--- config.mk ---
export PLATFORM = sky130hd
export DESIGN_NAME = line_cmd_queue
export DESIGN_NICKNAME = d
export VERILOG_FILES = /design/src/rtl/line_cmd_queue.sv
export SDC_FILE = /design/constraint.sdc
export NUM_CORES = 1
export LEC_CHECK = 0
export ABC_AREA = 1
export BUFFER_PORTS_ARGS = -buffer_cell sky130_fd_sc_hd__clkbuf_2
export CORE_MARGIN = 2
export CORE_UTILIZATION = 35
export CTS_CLUSTER_DIAMETER = 120
export DETAILED_ROUTE_END_ITERATION = 12
export PLACE_DENSITY = 0.56
export SLEW_MARGIN = 20
export SYNTH_ARGS = -nofsm -noshare
export SYNTH_HDL_FRONTEND = slang
export SYNTH_SLANG_ARGS = --single-unit
--- constraint.sdc ---
create_clock -name clk -period 3 [get_ports clk]
set_input_delay 0.3 -clock clk [delete_from_list [all_inputs] [get_ports clk]]
set_output_delay 0.3 -clock clk [all_outputs]
set_load 0.005 [all_outputs]
--- src/rtl/line_cmd_queue.sv ---
// line_cmd_queue: FIFO of line-draw commands, launched one at a time to the bresenham rasterizer.
// Latency: push into an empty idle queue gives rast_start two edges later; cmd_ready drops only when full.
// Optional LINE_SWAP_EN: endpoints are reordered on pop so the rasterizer always sees x0 <= x1.
module line_cmd_queue #(
  parameter int DEPTH   = 4,
  parameter int COORD_W = 8
) (
  input  logic                   clk,
  input  logic                   n_rst,
  input  logic                   cmd_valid,
  output logic                   cmd_ready,
  input  logic [COORD_W-1:0]     cmd_x0,
  input  logic [COORD_W-1:0]     cmd_y0,
  input  logic [COORD_W-1:0]     cmd_x1,
  input  logic [COORD_W-1:0]     cmd_y1,
  input  logic                   flush,
  output logic [COORD_W-1:0]     rast_x0,
  output logic [COORD_W-1:0]     rast_y0,
  output logic [COORD_W-1:0]     rast_x1,
  output logic [COORD_W-1:0]     rast_y1,
  output logic                   rast_start,
  input  logic                   rast_done,
  output logic                   busy,
  output logic [$clog2(DEPTH):0] count,
  output logic [15:0]            lines_done
);
  localparam int AW = $clog2(DEPTH);
  localparam logic [AW:0]   FULL_CNT = (AW+1)'(DEPTH);
  localparam logic [AW:0]   CNT_ONE  = (AW+1)'(1);
  localparam logic [AW-1:0] PTR_ONE  = AW'(1);

  typedef struct packed {
    logic [COORD_W-1:0] x0;
    logic [COORD_W-1:0] y0;
    logic [COORD_W-1:0] x1;
    logic [COORD_W-1:0] y1;
  } line_cmd_t;

  typedef enum logic [1:0] {IDLE, LAUNCH, WAIT_DONE, RELEASE} state_t;

  line_cmd_t     mem [DEPTH];
  line_cmd_t     cmd_in;
  line_cmd_t     head;
  line_cmd_t     launch_cmd;
  line_cmd_t     rast_q;
  logic [AW-1:0] wr_ptr;
  logic [AW-1:0] rd_ptr;
  state_t        state;
  state_t        state_nxt;
  logic          push;
  logic          pop;
  logic          done_evt;

  assign cmd_in    = '{x0: cmd_x0, y0: cmd_y0, x1: cmd_x1, y1: cmd_y1};
  assign head      = mem[rd_ptr];
  assign cmd_ready = (count != FULL_CNT);
  // A flush cycle drops any command offered alongside it.
  assign push      = cmd_valid && cmd_ready && !flush;

  assign rast_x0 = rast_q.x0;
  assign rast_y0 = rast_q.y0;
  assign rast_x1 = rast_q.x1;
  assign rast_y1 = rast_q.y1;

  always_comb begin
    launch_cmd = head;
`ifdef LINE_SWAP_EN
    if (head.x0 > head.x1) begin
      launch_cmd.x0 = head.x1;
      launch_cmd.y0 = head.y1;
      launch_cmd.x1 = head.x0;
      launch_cmd.y1 = head.y0;
    end
`endif
  end

  always_comb begin
    state_nxt  = state;
    pop        = 1'b0;
    rast_start = 1'b0;
    busy       = 1'b0;
    done_evt   = 1'b0;
    case (state)
      IDLE: begin
        if (count != '0 && !flush) begin
          pop       = 1'b1;
          state_nxt = LAUNCH;
        end
      end
      LAUNCH: begin
        rast_start = 1'b1;
        busy       = 1'b1;
        state_nxt  = WAIT_DONE;
      end
      WAIT_DONE: begin
        busy = 1'b1;
        if (rast_done) begin
          done_evt  = 1'b1;
          state_nxt = RELEASE;
        end
      end
      // Hold here while done is still high so a level-held done counts once.
      RELEASE: begin
        if (!rast_done) state_nxt = IDLE;
      end
      default: state_nxt = IDLE;
    endcase
  end

  always_ff @(posedge clk) begin
    if (push) mem[wr_ptr] <= cmd_in;
  end

  always_ff @(posedge clk or negedge n_rst) begin
    if (!n_rst) begin
      state      <= IDLE;
      wr_ptr     <= '0;
      rd_ptr     <= '0;
      count      <= '0;
      rast_q     <= '0;
      lines_done <= '0;
    end else begin
      state <= state_nxt;
      if (flush) begin
        wr_ptr <= '0;
        rd_ptr <= '0;
        count  <= '0;
      end else begin
        if (push) wr_ptr <= wr_ptr + PTR_ONE;
        if (pop)  rd_ptr <= rd_ptr + PTR_ONE;
        case ({push, pop})
          2'b10:   count <= count + CNT_ONE;
          2'b01:   count <= count - CNT_ONE;
          default: count <= count;
        endcase
      end
      if (pop)      rast_q     <= launch_cmd;
      if (done_evt) lines_done <= lines_done + 16'd1;
    end
  end

endmodule

# Word-level counts from Yosys, hierarchy flattened
# Memories as Yosys holds them, arrays and structs flattened. A register that Yosys moved wholly into a read port is not among the register bits.
# Index checks and enable logic that the tools add are counted.
[word_totals]
reg_bits = 25
ramBits = 128
in_bits = 37
output_inout_bits = 54
n_memories = 1
[mem_list]
columns = ["name", "depth", "word_bits", "rd", "rd_clocked_by_memory_dff", "write_ports", "line", "text"]
rows = [
  ["mem", 4, 32, 1, 1, 1, "41", "line_cmd_t mem [DEPTH];"],
]
[classes]
n_addsub = 5
eq_ne = 9
n_mux = 18
reduce_logical = 12
[ops]
columns = ["operator", "n"]
rows = [
  ["16-bit by 1-bit adder with 16-bit output, second input constant", 1],
  ["2-bit 2-to-1 mux", 7],
  ["1-bit 2-to-1 mux", 8],
  ["2-bit case mux with 4 select lines", 1],
  ["2-bit == test, second input constant", 3],
  ["2-bit != test, second input constant", 3],
  ["3-bit case mux with 2 select lines", 1],
  ["3-bit nonzero test", 2],
  ["2-bit by 1-bit adder with 2-bit output, second input constant", 2],
  ["2-bit by 1-bit == test with 1-bit output, second input constant", 2],
  ["2-bit nonzero test", 2],
  ["3-bit by 1-bit adder with 3-bit output, second input constant", 1],
  ["1-bit logical AND", 3],
  ["3-bit 2-to-1 mux", 1],
  ["3-bit != test, second input constant", 1],
  ["3-bit AND reduction", 1],
  ["3-bit by 1-bit subtractor with 3-bit output, second input constant", 1],
  ["1-bit logical NOT", 2],
  ["2-bit logical NOT", 1],
  ["2-bit OR reduction", 1],
]

# Logic depth before layout (Yosys ltp)
# Gate-level depths: netlist of the first run.
[depth]
depth_word = 7
ltp_mapped = 12
depth_no_buf = 12

# Least setup slack after synthesis of the first run
# OpenSTA, ideal clock, no wires.
[synth_path]
path_kind = "flip-flop to flip-flop"
startpoint = "register count[0]"
endpoint = "memory mem[0][0] in the netlist's numbering, enable pin"
setup_time_ns = 0.421
arrival_ns = 2.255
slack_ns = 0.324
stages_incl_launch_ff = 7
n_path_buf = 0
period_less_slack_ns = 2.676
path_cell_list = "dfrtp_1 nor2_2 nand2_2 nand2_1 nor2_1 inv_1 nor2_1"
[synth_via]
elab_chain_len = 5
[synth_lines]
columns = ["item", "line", "text"]
rows = [
  ["start, declared", "24", "output logic [$clog2(DEPTH):0] count,"],
  ["start signal, assigned", "132", "2'b10: count <= count + CNT_ONE;"],
  ["start signal, assigned", "133", "2'b01: count <= count - CNT_ONE;"],
  ["start signal, assigned", "134", "default: count <= count;"],
  ["3-bit != test", "56", "assign cmd_ready = (count != FULL_CNT);"],
  ["net cmd_ready", "11", "output logic cmd_ready,"],
  ["1-bit logical AND (2 in series)", "58", "assign push = cmd_valid && cmd_ready && !flush;"],
  ["1-bit 2-to-1 mux", "111", "if (push) mem[wr_ptr] <= cmd_in;"],
  ["1-bit 2-to-1 mux (implied by the code)", "111", ""],
  ["end, declared", "41", ""],
]
# The timed path passes the listed nets, and every way through them passes these cells.

# Worst setup path in the final report of the first run
[layout_path]
startpoint = "register count[0]"
endpoint = "memory mem[2][18] in the netlist's numbering, enable pin"
[layout_via]
elab_chain_len = 5
[layout_lines]
columns = ["item", "line"]
rows = [
  ["3-bit != test", "56"],
  ["1-bit logical AND (2 in series)", "58"],
  ["1-bit 2-to-1 mux", "111"],
  ["1-bit 2-to-1 mux (implied by the code)", "111"],
]
# Every way passes these cells.

==> qor.yml, run 1 <==
critPathKind: "reg -> reg"
clock.fmax_mhz: 450
route.detailed.drc: 0
grt_max_degree: 58
place_hpwl_um: 9770
max_slew_margin_pct: 32.4
hold_viol: 0
portBuffers: 90
boundaryPins: 91
leakage_nw: 3.56
maxSlewViolCount: 0
start_util_pct: 35.6
num_rows: 53
holdWs_ns: 0.0935
cp.arrival_ns: 2.34
clockBufferDepth: 2
worstMarginPinSlew_ns: 1.01
htreeDepth: 4
synthCells: 602
r2r-end: "mem[2][18]$_DFFE_PP_"
dr.pass1.iters: 4
clk_pin_slew_ns: 0.07
wl_per_cell_um: 15.7
core_um2: 21000
drv_cap: 0
grt_busiest_layer: "met2"
final_core_util_pct: 41.9
fillers: 1964
grt_pass1_vias: 4700
syn_area_um2: 7470
total_power_w: 0.00710
postSynth.asyncResetShare_pct: 30.8
holdCritPathClass: "in -> reg"
use_met1_pct: 19.2
fin_setup_tns_ns: 0
overflow: 0
synth.distinct_cells: 31
cts-root-buf: "clkbuf_16"
synth_nets: 650
wirelength_um: 15500
vdd_drop_max_uv: 355
avgSynthCellArea_um2: 12.4
post_cts.repair.setup_buffers: 0
crit_fanout: 15
required_ns: 3.11
period_share_pct: 74.0
cellPowerDensity_nw_per_um2: 806
globalplace.congestion: 0.829
finalSetupViolCount: 0
drive_above_1_share_pct: 21.0
grt_util_all_layers_pct: 14.5
place_ws_ns: 0.747
synth-seq-cells: 185
die_y_um: 150
initialDrtViolationCount: 309
cts_tree: "done"
hold_buffers: 1
cp-start-kind: "flip-flop"
status: "finished clean"
reg2reg_depth: 7
yosys-top-cells-area: "edfxtp_1, dfrtp_1, nand2_1"
num_vias: 4640
rsz0062_at_grt: "false"
insertion_delay_ns: 0.43
r2r_start: "count[0]$_DFFE_PN0P_"
area_growth_pct: 17.9
synth_seq_area_share_pct: 70.5
synth_edf_count: 128
synth_ff_type: "edfxtp_1"
end_kind: "flip-flop"
hold_end: "mem[3][30]$_DFFE_PP_"
die-width_um: 150
antenna_found_initial: 2
grt_pass1_wl_um: 24900
period_needed_ns: 2.22
skew_ns: 0.00908
vias_per_cell: 4.69
cts_buffers: 17
min_delay_path_depth: 1
worst-r2r-setup-slack_ns: 0.78
use_met3_pct: 3.48
synth_area_leader_cell: "edfxtp_1"
final_nets: 748
min_from: "cmd_x0[6]"
setup_ws_ns: 0.779
die_area_um2: 22500
cts-resized-gates: 0
antenna_left: 0
yosysTopAreaCellShare_pct: 51.4
synth_warnings: 0
cts_sinks: 185
met2_usage_pct: 23.7
==> state kept, by name, summed over array words and instances (netlist names) <==
register,flops
rast_x0,8
state,2
rast_x1,8
wr_ptr,2
lines_done,16
rast_y1,8
rast_y0,8
rd_ptr,2
mem,128
count,3
==> critical path: stages, from the launching register on <==
cell	delay, ns
dfrtp_1	0.46
nor2_2	0.08
nand2_2	0.07
nand2_1	0.10
nor2_1	0.20
inv_1	0.21
nor2_4	0.46
buf_4	0.34
==> where the power goes <==
group | switching, W | internal (W) | leakage (nW)
Clock | 0.000987 | 0.00108 | 0.265
Combinational | 0.000966 | 0.000639 | 1.40
Sequential | 0.000315 | 0.00311 | 1.89
Total | 0.00227 | 0.00483 | 3.56
==> area by class of cell <==
type / count / area [um^2] / share of cell area, %
tap: 275 / 344 / 3.91
antenna: 1 / 2.50 / 0.0284
clock buffer: 18 / 429 / 4.87
multi-input combinational: 363 / 1980 / 22.5
inverter: 31 / 119 / 1.35
sequential: 185 / 5280 / 59.9
clock inverter: 14 / 113 / 1.28
timing repair buffer: 102 / 546 / 6.19
==> metrics by stage <==
| stage | area [um^2] | std cells |
|---|---|---|
| floorplan | 7470 | 602 |
| global placement | 8260 | 955 |
| detailed placement | 8260 | 955 |
| CTS | 8810 | 988 |
| global route | 8810 | 988 |
| finish | 8810 | 989 |
==> cell usage after synthesis (3+ instances only) <==
cell / n
nand2_1: 153
mux2i_1: 33
o21ai_1: 16
o22ai_1: 32
inv_1: 26
inv_2: 3
buf_4: 5
edfxtp_1: 128
nor2_2: 4
nor3_1: 4
nand4_1: 3
clkbuf_1: 6
ha_1: 10
nand3_2: 3
buf_2: 10
dfrtp_1: 57
o21ai_0: 25
a21oi_1: 3
xnor2_1: 3
nor2_1: 50
xor2_1: 10
nand3_1: 8
==> cell families after synthesis <==
family | after synthesis | share of synthesized area (%)
fa+ha+maj | 11 | 1.94
mux | 33 | 4.42
xor+xnor | 13 | 1.52
simple gates | 229 | 12.5
buf+inv | 54 | 3.36
flops | 185 | 70.5
compound gates | 77 | 5.72
==> routing by layer <==
| layer | vias to the layer above | part of all wire [%] |
|---|---|---|
| met5 | - | 0.077 |
| met4 | 2 | 0.83 |
| met3 | 13 | 4.2 |
| met2 | 90 | 48 |
| met1 | 2255 | 47 |
| li1 | 2280 | - |
==> cell usage in the layout (no fill, tap or decap), drive strengths merged, types with 10 or more instances in the layout <==
| cell | count |
|---|---|
| buf | 12 |
| clkbuf | 107 |
| xor2 | 10 |
| inv | 37 |
| dfrtp | 57 |
| o21ai | 41 |
| nor2 | 54 |
| ha | 10 |
| mux2i | 33 |
| o22ai | 32 |
| nand3 | 11 |
| nand2 | 155 |
| edfxtp | 128 |
==> how the worst max path moves through the flow <==
| stage | start | end | depth (start not counted) |
|---|---|---|---|
| finish | count[0]$_DFFE_PN0P_ | mem[2][18]$_DFFE_PP_ | 7 |
| floorplan | count[0]$_DFFE_PN0P_ | mem[0][0]$_DFFE_PP_ | 6 |
| detailed placement | count[0]$_DFFE_PN0P_ | mem[2][12]$_DFFE_PP_ | 7 |
| global route | count[0]$_DFFE_PN0P_ | mem[2][27]$_DFFE_PP_ | 7 |
| CTS | count[0]$_DFFE_PN0P_ | mem[2][27]$_DFFE_PP_ | 7 |
| global placement | count[0]$_DFFE_PN0P_ | mem[2][12]$_DFFE_PP_ | 7 |
No activity file was read; power rests on OpenSTA's default activity.
==> run 2: changes to the inputs <==
--- a/config.mk
+++ b/config.mk
@@ -5,13 +5,13 @@
 export SDC_FILE = /design/constraint.sdc
 export NUM_CORES = 1
 export LEC_CHECK = 0
-export ABC_AREA = 1
+export ABC_AREA = 0
 export BUFFER_PORTS_ARGS = -buffer_cell sky130_fd_sc_hd__clkbuf_2
 export CORE_MARGIN = 2
 export CORE_UTILIZATION = 35
 export CTS_CLUSTER_DIAMETER = 120
 export DETAILED_ROUTE_END_ITERATION = 12
-export PLACE_DENSITY = 0.56
+export PLACE_DENSITY = 0.58
 export SLEW_MARGIN = 20
 export SYNTH_ARGS = -nofsm -noshare
 export SYNTH_HDL_FRONTEND = slang
==> constraint.sdc (replaced) <==
create_clock -name clk -period 2 [get_ports clk]
set_input_delay 0.2 -clock clk [delete_from_list [all_inputs] [get_ports clk]]
set_output_delay 0.2 -clock clk [all_outputs]
set_load 0.005 [all_outputs]
==> qor.yml, run 2 <==
status: "complete, but fails checks"
violations: "negative setup slack"
yosysTopAreaCellShare_pct: 53.5
drv_cap: 0
r2r-end: "count[2]$_DFFE_PN0P_"
synth-seq-cells: 185
finalSetupViolCount: 2
period_needed_ns: 2.20
final_common_cell: "edfxtp_1"
start_util_pct: 35.6
yosys-top-cells-area: "edfxtp_1, dfrtp_1, mux4_2"
rsz0062_at_grt: "true"
grt_max_degree: 35
boundaryPins: 91
min_from: "cmd_x0[3]"
maxSlewViolCount: 0
synth.distinct_cells: 39
hold_end: "mem[1][27]$_DFFE_PP_"
clock.fmax_mhz: 454
avgSynthCellArea_um2: 19.6
crit_fanout: 4
cts_buffers: 17
top_regs: "mem (128), lines_done (16)"
wl_per_cell_um: 17.8
postSynth.asyncResetShare_pct: 30.8
htreeDepth: 4
synth_seq_area_share_pct: 73.4
die_y_um: 147
die-width_um: 147
hold_viol: 0
largest_reg_flops: 128
worstMarginPinSlew_ns: 0.549
total_power_w: 0.0105
wirelength_um: 14400
holdCritPathClass: "in -> reg"
synth_ff_type: "edfxtp_1"
grt_pass1_vias: 4035
power_frac_comb_pct: 22.4
clk_pin_slew_ns: 0.07
route.detailed.drc: 0
globalplace.congestion: 0.729
cp.arrival_ns: 2.54
num_rows: 52
switching_share_pct: 26.4
cts_sinks: 185
cts_tree: "done"
required_ns: 2.34
synth_edf_count: 128
vdd_drop_max_uv: 594
drive_above_1_share_pct: 44.9
insertion_delay_ns: 0.42
power.internal_w: 0.00770
worst-r2r-setup-slack_ns: -0.20
die_area_um2: 21700
antenna_found_initial: 1
area_growth_pct: 27.8
core_um2: 20200
min_delay_path_depth: 1
vias_per_cell: 4.76
synth_nets: 415
overflow: 0
initialDrtViolationCount: 172
r2r_start: "count[2]$_DFFE_PN0P_"
reg2reg_depth: 7
place_hpwl_um: 9040
synth_area_leader_cell: "edfxtp_1"
place_ws_ns: -0.189
dr.pass1.iters: 4
synthCells: 367
clockBufferDepth: 2
grt_pass1_wl_um: 22600
final_nets: 574
layout_common_cells: "edfxtp_1, clkbuf_2, dfrtp_1, mux2_2, mux4_2"
critPathKind: "reg -> reg"
seq_power_share_pct: 47.4
ys_top_cells_by_count: "edfxtp_1, dfrtp_1, mux2_2"
syn_area_um2: 7180
cts-root-buf: "clkbuf_16"
end_kind: "flip-flop"
portBuffers: 90
synth_most_common_cell: "edfxtp_1"
cellPowerDensity_nw_per_um2: 1140
max_slew_margin_pct: 63.4
grt_util_all_layers_pct: 13.8
setup_ws_ns: -0.201
power_switching_w: 0.00277
num_vias: 3852
cp-start-kind: "flip-flop"
p_clk_share_pct: 30.2
antenna_left: 0
skew_ns: 0.00873
leakage_nw: 3.47
synth_warnings: 0
period_share_pct: 110
top_register: "mem"
-- run 2: changes by cell type after synthesis, sizes merged, moves of 11 or more --
cell / delta
nand2: -145
nor2: -44
o21ai: -39
mux2: +34
mux2i: -33
mux4: +32
o22ai: -32
inv: -24
xnor2: +11
-- run 2: cell families (layout without fill, tap and decap cells) --
group           count (synthesis)  after routing  synth area share [%]
flops                         185            185                  73.4
simple gates                   52             52                  3.94
fa+ha+maj                      11             11                  2.02
mux                            66             66                  15.4
compound gates                 13             13                  1.45
buf+inv                        21            193                  1.55
xor+xnor                       19             19                  2.32
other cells                     0              1                     0
-- run 2: layer usage --
layer  global-route usage [%]  routed length (um)  share of wire (%)
met1                     18.1                6570                 45
met5                        0                   0                  0
met3                     4.75                 785                5.4
met4                     3.32                 129               0.89
met2                     22.4                6960                 48
-- run 2: final cells by class --
cell class              count  area, um^2
clock inverters            10        82.6
repair buffers            155        1140
flip-flops and latches    185        5280
inverters                   6        22.5
fillers                  1780       11000
diodes                      1        2.50
well taps                 270         338
clock buffers              22         474
multi-input cells         161        1850
-- run 2: worst max-delay path, cell delays in order, from the launching register on --
cell and delay, ns:
dfrtp_1 0.44, o31ai_4 0.32, nor2_4 0.05, and2_4 0.14, fa_2 0.36, or4b_1 0.50, a21o_1 0.17, a31oi_1 0.15
-- run 2: power by group through the flow --
stage	Combinational [W]	Clock (W)	Sequential [W]
after detailed placement	0.00228	0	0.00505
after CTS	0.00236	0.00325	0.00497
after floorplan	0.00128	0	0.00501
after global routing	0.00258	0.00341	0.00504
after global placement	0.00224	0	0.00501
final	0.00234	0.00317	0.00496
-- run 2: how the worst max path moves through the flow --
stage,from,endpoint,slack [ns],depth (start not counted)
final,count[2]$_DFFE_PN0P_,count[2]$_DFFE_PN0P_,-0.20,7
after global routing,count[2]$_DFFE_PN0P_,count[2]$_DFFE_PN0P_,-0.29,7
after CTS,count[1]$_DFFE_PN0P_,count[2]$_DFFE_PN0P_,-0.18,7
after detailed placement,count[2]$_DFFE_PN0P_,count[2]$_DFFE_PN0P_,-0.19,7
after global placement,count[2]$_DFFE_PN0P_,count[2]$_DFFE_PN0P_,-0.13,7
after floorplan,state[0]$_DFFE_PN0P_,count[2]$_DFFE_PN0P_,-0.37,11
-- run 2: through the flow --
stage                     hold slack (ns)  setup TNS (ns)  utilization [%]  area [um^2]  std cells
final                              0.0201          -0.287             45.5         9180        810
after CTS                        0.000181          -0.246             45.1         9100        804
after detailed placement            0.209          -0.231             40.9         8260        743
after global routing             0.000759          -0.434             45.5         9180        809
after global placement              0.195          -0.130             40.9         8260        743
after floorplan                   -0.0956          -0.619                -         7220        367
-- run 2: repair_timing --
action / in CTS / in global routing
gates resized for setup: 3 / 6
gates cloned: 0 / 1
setup endpoints to repair: 2 / 32
endpoints found under the hold margin: 117 / 8
hold buffers: 26 / 2
buffers inserted: 3 / 2
pin swaps: 5 / 5
==> run 3: changes to the inputs <==
--- a/config.mk
+++ b/config.mk
@@ -7,7 +7,7 @@
 export LEC_CHECK = 0
 export ABC_AREA = 0
 export BUFFER_PORTS_ARGS = -buffer_cell sky130_fd_sc_hd__clkbuf_2
-export CORE_MARGIN = 2
+export CORE_MARGIN = 3
 export CORE_UTILIZATION = 35
 export CTS_CLUSTER_DIAMETER = 120
 export DETAILED_ROUTE_END_ITERATION = 12
==> qor.yml, run 3 (same netlist as run 2, synthesis figures left out) <==
area_growth_pct: 27.2
dr.pass1.iters: 4
period_share_pct: 105
path_buf_inv: 0
cp.arrival_ns: 2.45
drive_above_1_share_pct: 43.8
die_y_um: 149
cellPowerDensity_nw_per_um2: 1140
r2r_start: "count[1]$_DFFE_PN0P_"
p_clk_share_pct: 30.8
n_antenna_cell: 0
cts_sinks: 185
vias_per_cell: 4.75
holdWs_ns: 0.176
power_switching_w: 0.00284
worstMarginPinSlew_ns: 0.853
violations: "negative setup slack"
switching_share_pct: 27.2
portBuffers: 90
end_kind: "flip-flop"
worst-r2r-setup-slack_ns: -0.11
cts_buffers: 17
fillers: 1768
clockBufferDepth: 2
grt_pass1_vias: 4088
holdCritPathClass: "in -> reg"
critPathKind: "reg -> reg"
max_slew_margin_pct: 43.1
seq_power_share_pct: 47.3
stdcell_count: 804
cp-start-kind: "flip-flop"
top_regs: "mem (128), lines_done (16)"
num_rows: 51
grt_util_all_layers_pct: 13.2
grt_max_degree: 58
antenna_left: 0
maxSlewViolCount: 0
globalplace.congestion: 0.756
r2r-end: "count[2]$_DFFE_PN0P_"
die-width_um: 149
crit_fanout: 2
antenna_found_initial: 0
skew_ns: 0.0132
hold_end: "lines_done[2]$_DFFE_PN0P_"
reg2reg_depth: 7
period_needed_ns: 2.11
htreeDepth: 4
boundaryPins: 91
die_area_um2: 22300
route.detailed.drc: 0
vdd_drop_max_uv: 859
top_register: "mem"
dp.cells: 735
grt_pass1_wl_um: 22300
min_from: "rast_done"
insertion_delay_ns: 0.43
power.internal_w: 0.00760
final_common_cell: "edfxtp_1"
cp_slowest_cell: "or4b_1"
power_frac_comb_pct: 21.8
rsz0062_at_grt: "true"
clock.fmax_mhz: 475
place_hpwl_um: 8430
cts_tree: "done"
num_vias: 3818
final_nets: 574
cp_top_family: "simple AND/OR/NAND/NOR gates"
core_um2: 19800
required_ns: 2.34
drv_cap: 0
hold_viol: 0
clk_pin_slew_ns: 0.07
wirelength_um: 13800
initialDrtViolationCount: 207
status: "complete, but fails checks"
cts-root-buf: "clkbuf_16"
wl_per_cell_um: 17.2
layout_common_cells: "edfxtp_1, clkbuf_2, dfrtp_1, mux2_2, dlygate4sd3_1"
leakage_nw: 3.44
min_delay_path_depth: 3
finalSetupViolCount: 2
overflow: 0
start_util_pct: 36.3
setup_ws_ns: -0.106
slowest_delay_ns: 0.47
crit_chain: "o31ai_4 > nor2_4 > and2_4 > fa_2 > or4b_1 > a21o_1 > a31oi_1"
largest_reg_flops: 128
run 3: cell types whose count changed in the layout (fill, tap and decap cells not counted), sizes merged:
| cell | before | now |
|---|---|---|
| clkbuf | 112 | 106 |
| dlygate4sd3 | 28 | 33 |
| buf | 37 | 33 |
| clkinvlp | 1 | 3 |
| inv | 12 | 14 |
| clkinv | 3 | 4 |
| diode | 1 | 0 |
run 3: cell type report:
class | count | area, um^2 | share of cell area (%)
clock buffer | 17 | 425 | 4.66
clock inverter | 15 | 151 | 1.66
inverter | 6 | 22.5 | 0.247
multi-input combinational | 161 | 1830 | 20.1
sequential | 185 | 5270 | 57.7
tap | 265 | 332 | 3.63
timing repair buffer | 155 | 1100 | 12.0
run 3: power by group through the flow:
| stage | Sequential, W | Combinational [W] | Clock [W] |
|---|---|---|---|
| 5_1_grt | 0.00501 | 0.00254 | 0.00349 |
| 2_1_floorplan | 0.00501 | 0.00128 | 0 |
| 4_1_cts | 0.00495 | 0.00234 | 0.00332 |
| 6_report | 0.00494 | 0.00228 | 0.00322 |
| 3_5_place_dp | 0.00504 | 0.00223 | 0 |
| 3_3_place_gp | 0.00501 | 0.00220 | 0 |
run 3: repair_timing:
action                     CTS  global route
setup endpoints to repair    2             2
hold endpoints to repair   185             0
cloned                       0             0
resized for setup            2             0
hold buffers                33             0
setup buffers                4             0
pin swaps                    3             0
run 3: worst max path at each step:
| stage | endpoint | startpoint | depth (start not counted) | slack (ns) |
|---|---|---|---|---|
| 6_report | count[2]$_DFFE_PN0P_ | count[1]$_DFFE_PN0P_ | 7 | -0.11 |
| 2_1_floorplan | count[2]$_DFFE_PN0P_ | state[0]$_DFFE_PN0P_ | 11 | -0.37 |
| 3_5_place_dp | count[2]$_DFFE_PN0P_ | count[2]$_DFFE_PN0P_ | 7 | -0.20 |
| 4_1_cts | count[2]$_DFFE_PN0P_ | count[1]$_DFFE_PN0P_ | 7 | -0.10 |
| 3_3_place_gp | count[2]$_DFFE_PN0P_ | count[2]$_DFFE_PN0P_ | 7 | -0.13 |
| 5_1_grt | count[2]$_DFFE_PN0P_ | count[1]$_DFFE_PN0P_ | 7 | -0.19 |
run 3: through the flow:
step | setup slack [ns] | total power, W | cell area (um^2) | utilization (%) | setup TNS, ns
floorplan | -0.369 | 0.00629 | 7220 | - | -0.619
global placement | -0.134 | 0.00720 | 8190 | 41.4 | -0.139
detailed placement | -0.201 | 0.00727 | 8190 | 41.4 | -0.264
CTS | -0.103 | 0.0106 | 9140 | 46.2 | -0.109
global route | -0.186 | 0.0110 | 9140 | 46.2 | -0.280
finish | -0.106 | 0.0104 | 9140 | 46.2 | -0.107
run 3: worst reg2reg max path: cells and delay by family (launching register included):
| kind | cells | cell delay [ns] |
|---|---|---|
| AO/OA/AOI/OAI | 3 | 0.64 |
| adder cells (fa/ha/maj) | 1 | 0.33 |
| flip-flops | 1 | 0.41 |
| AND/OR/NAND/NOR | 3 | 0.66 |
run 3: metal layers:
metal	track usage, %	routed length (um)
met3	3.98	667
met1	17.4	6200
met4	2.75	50
met2	21.8	6920
met5	0	0
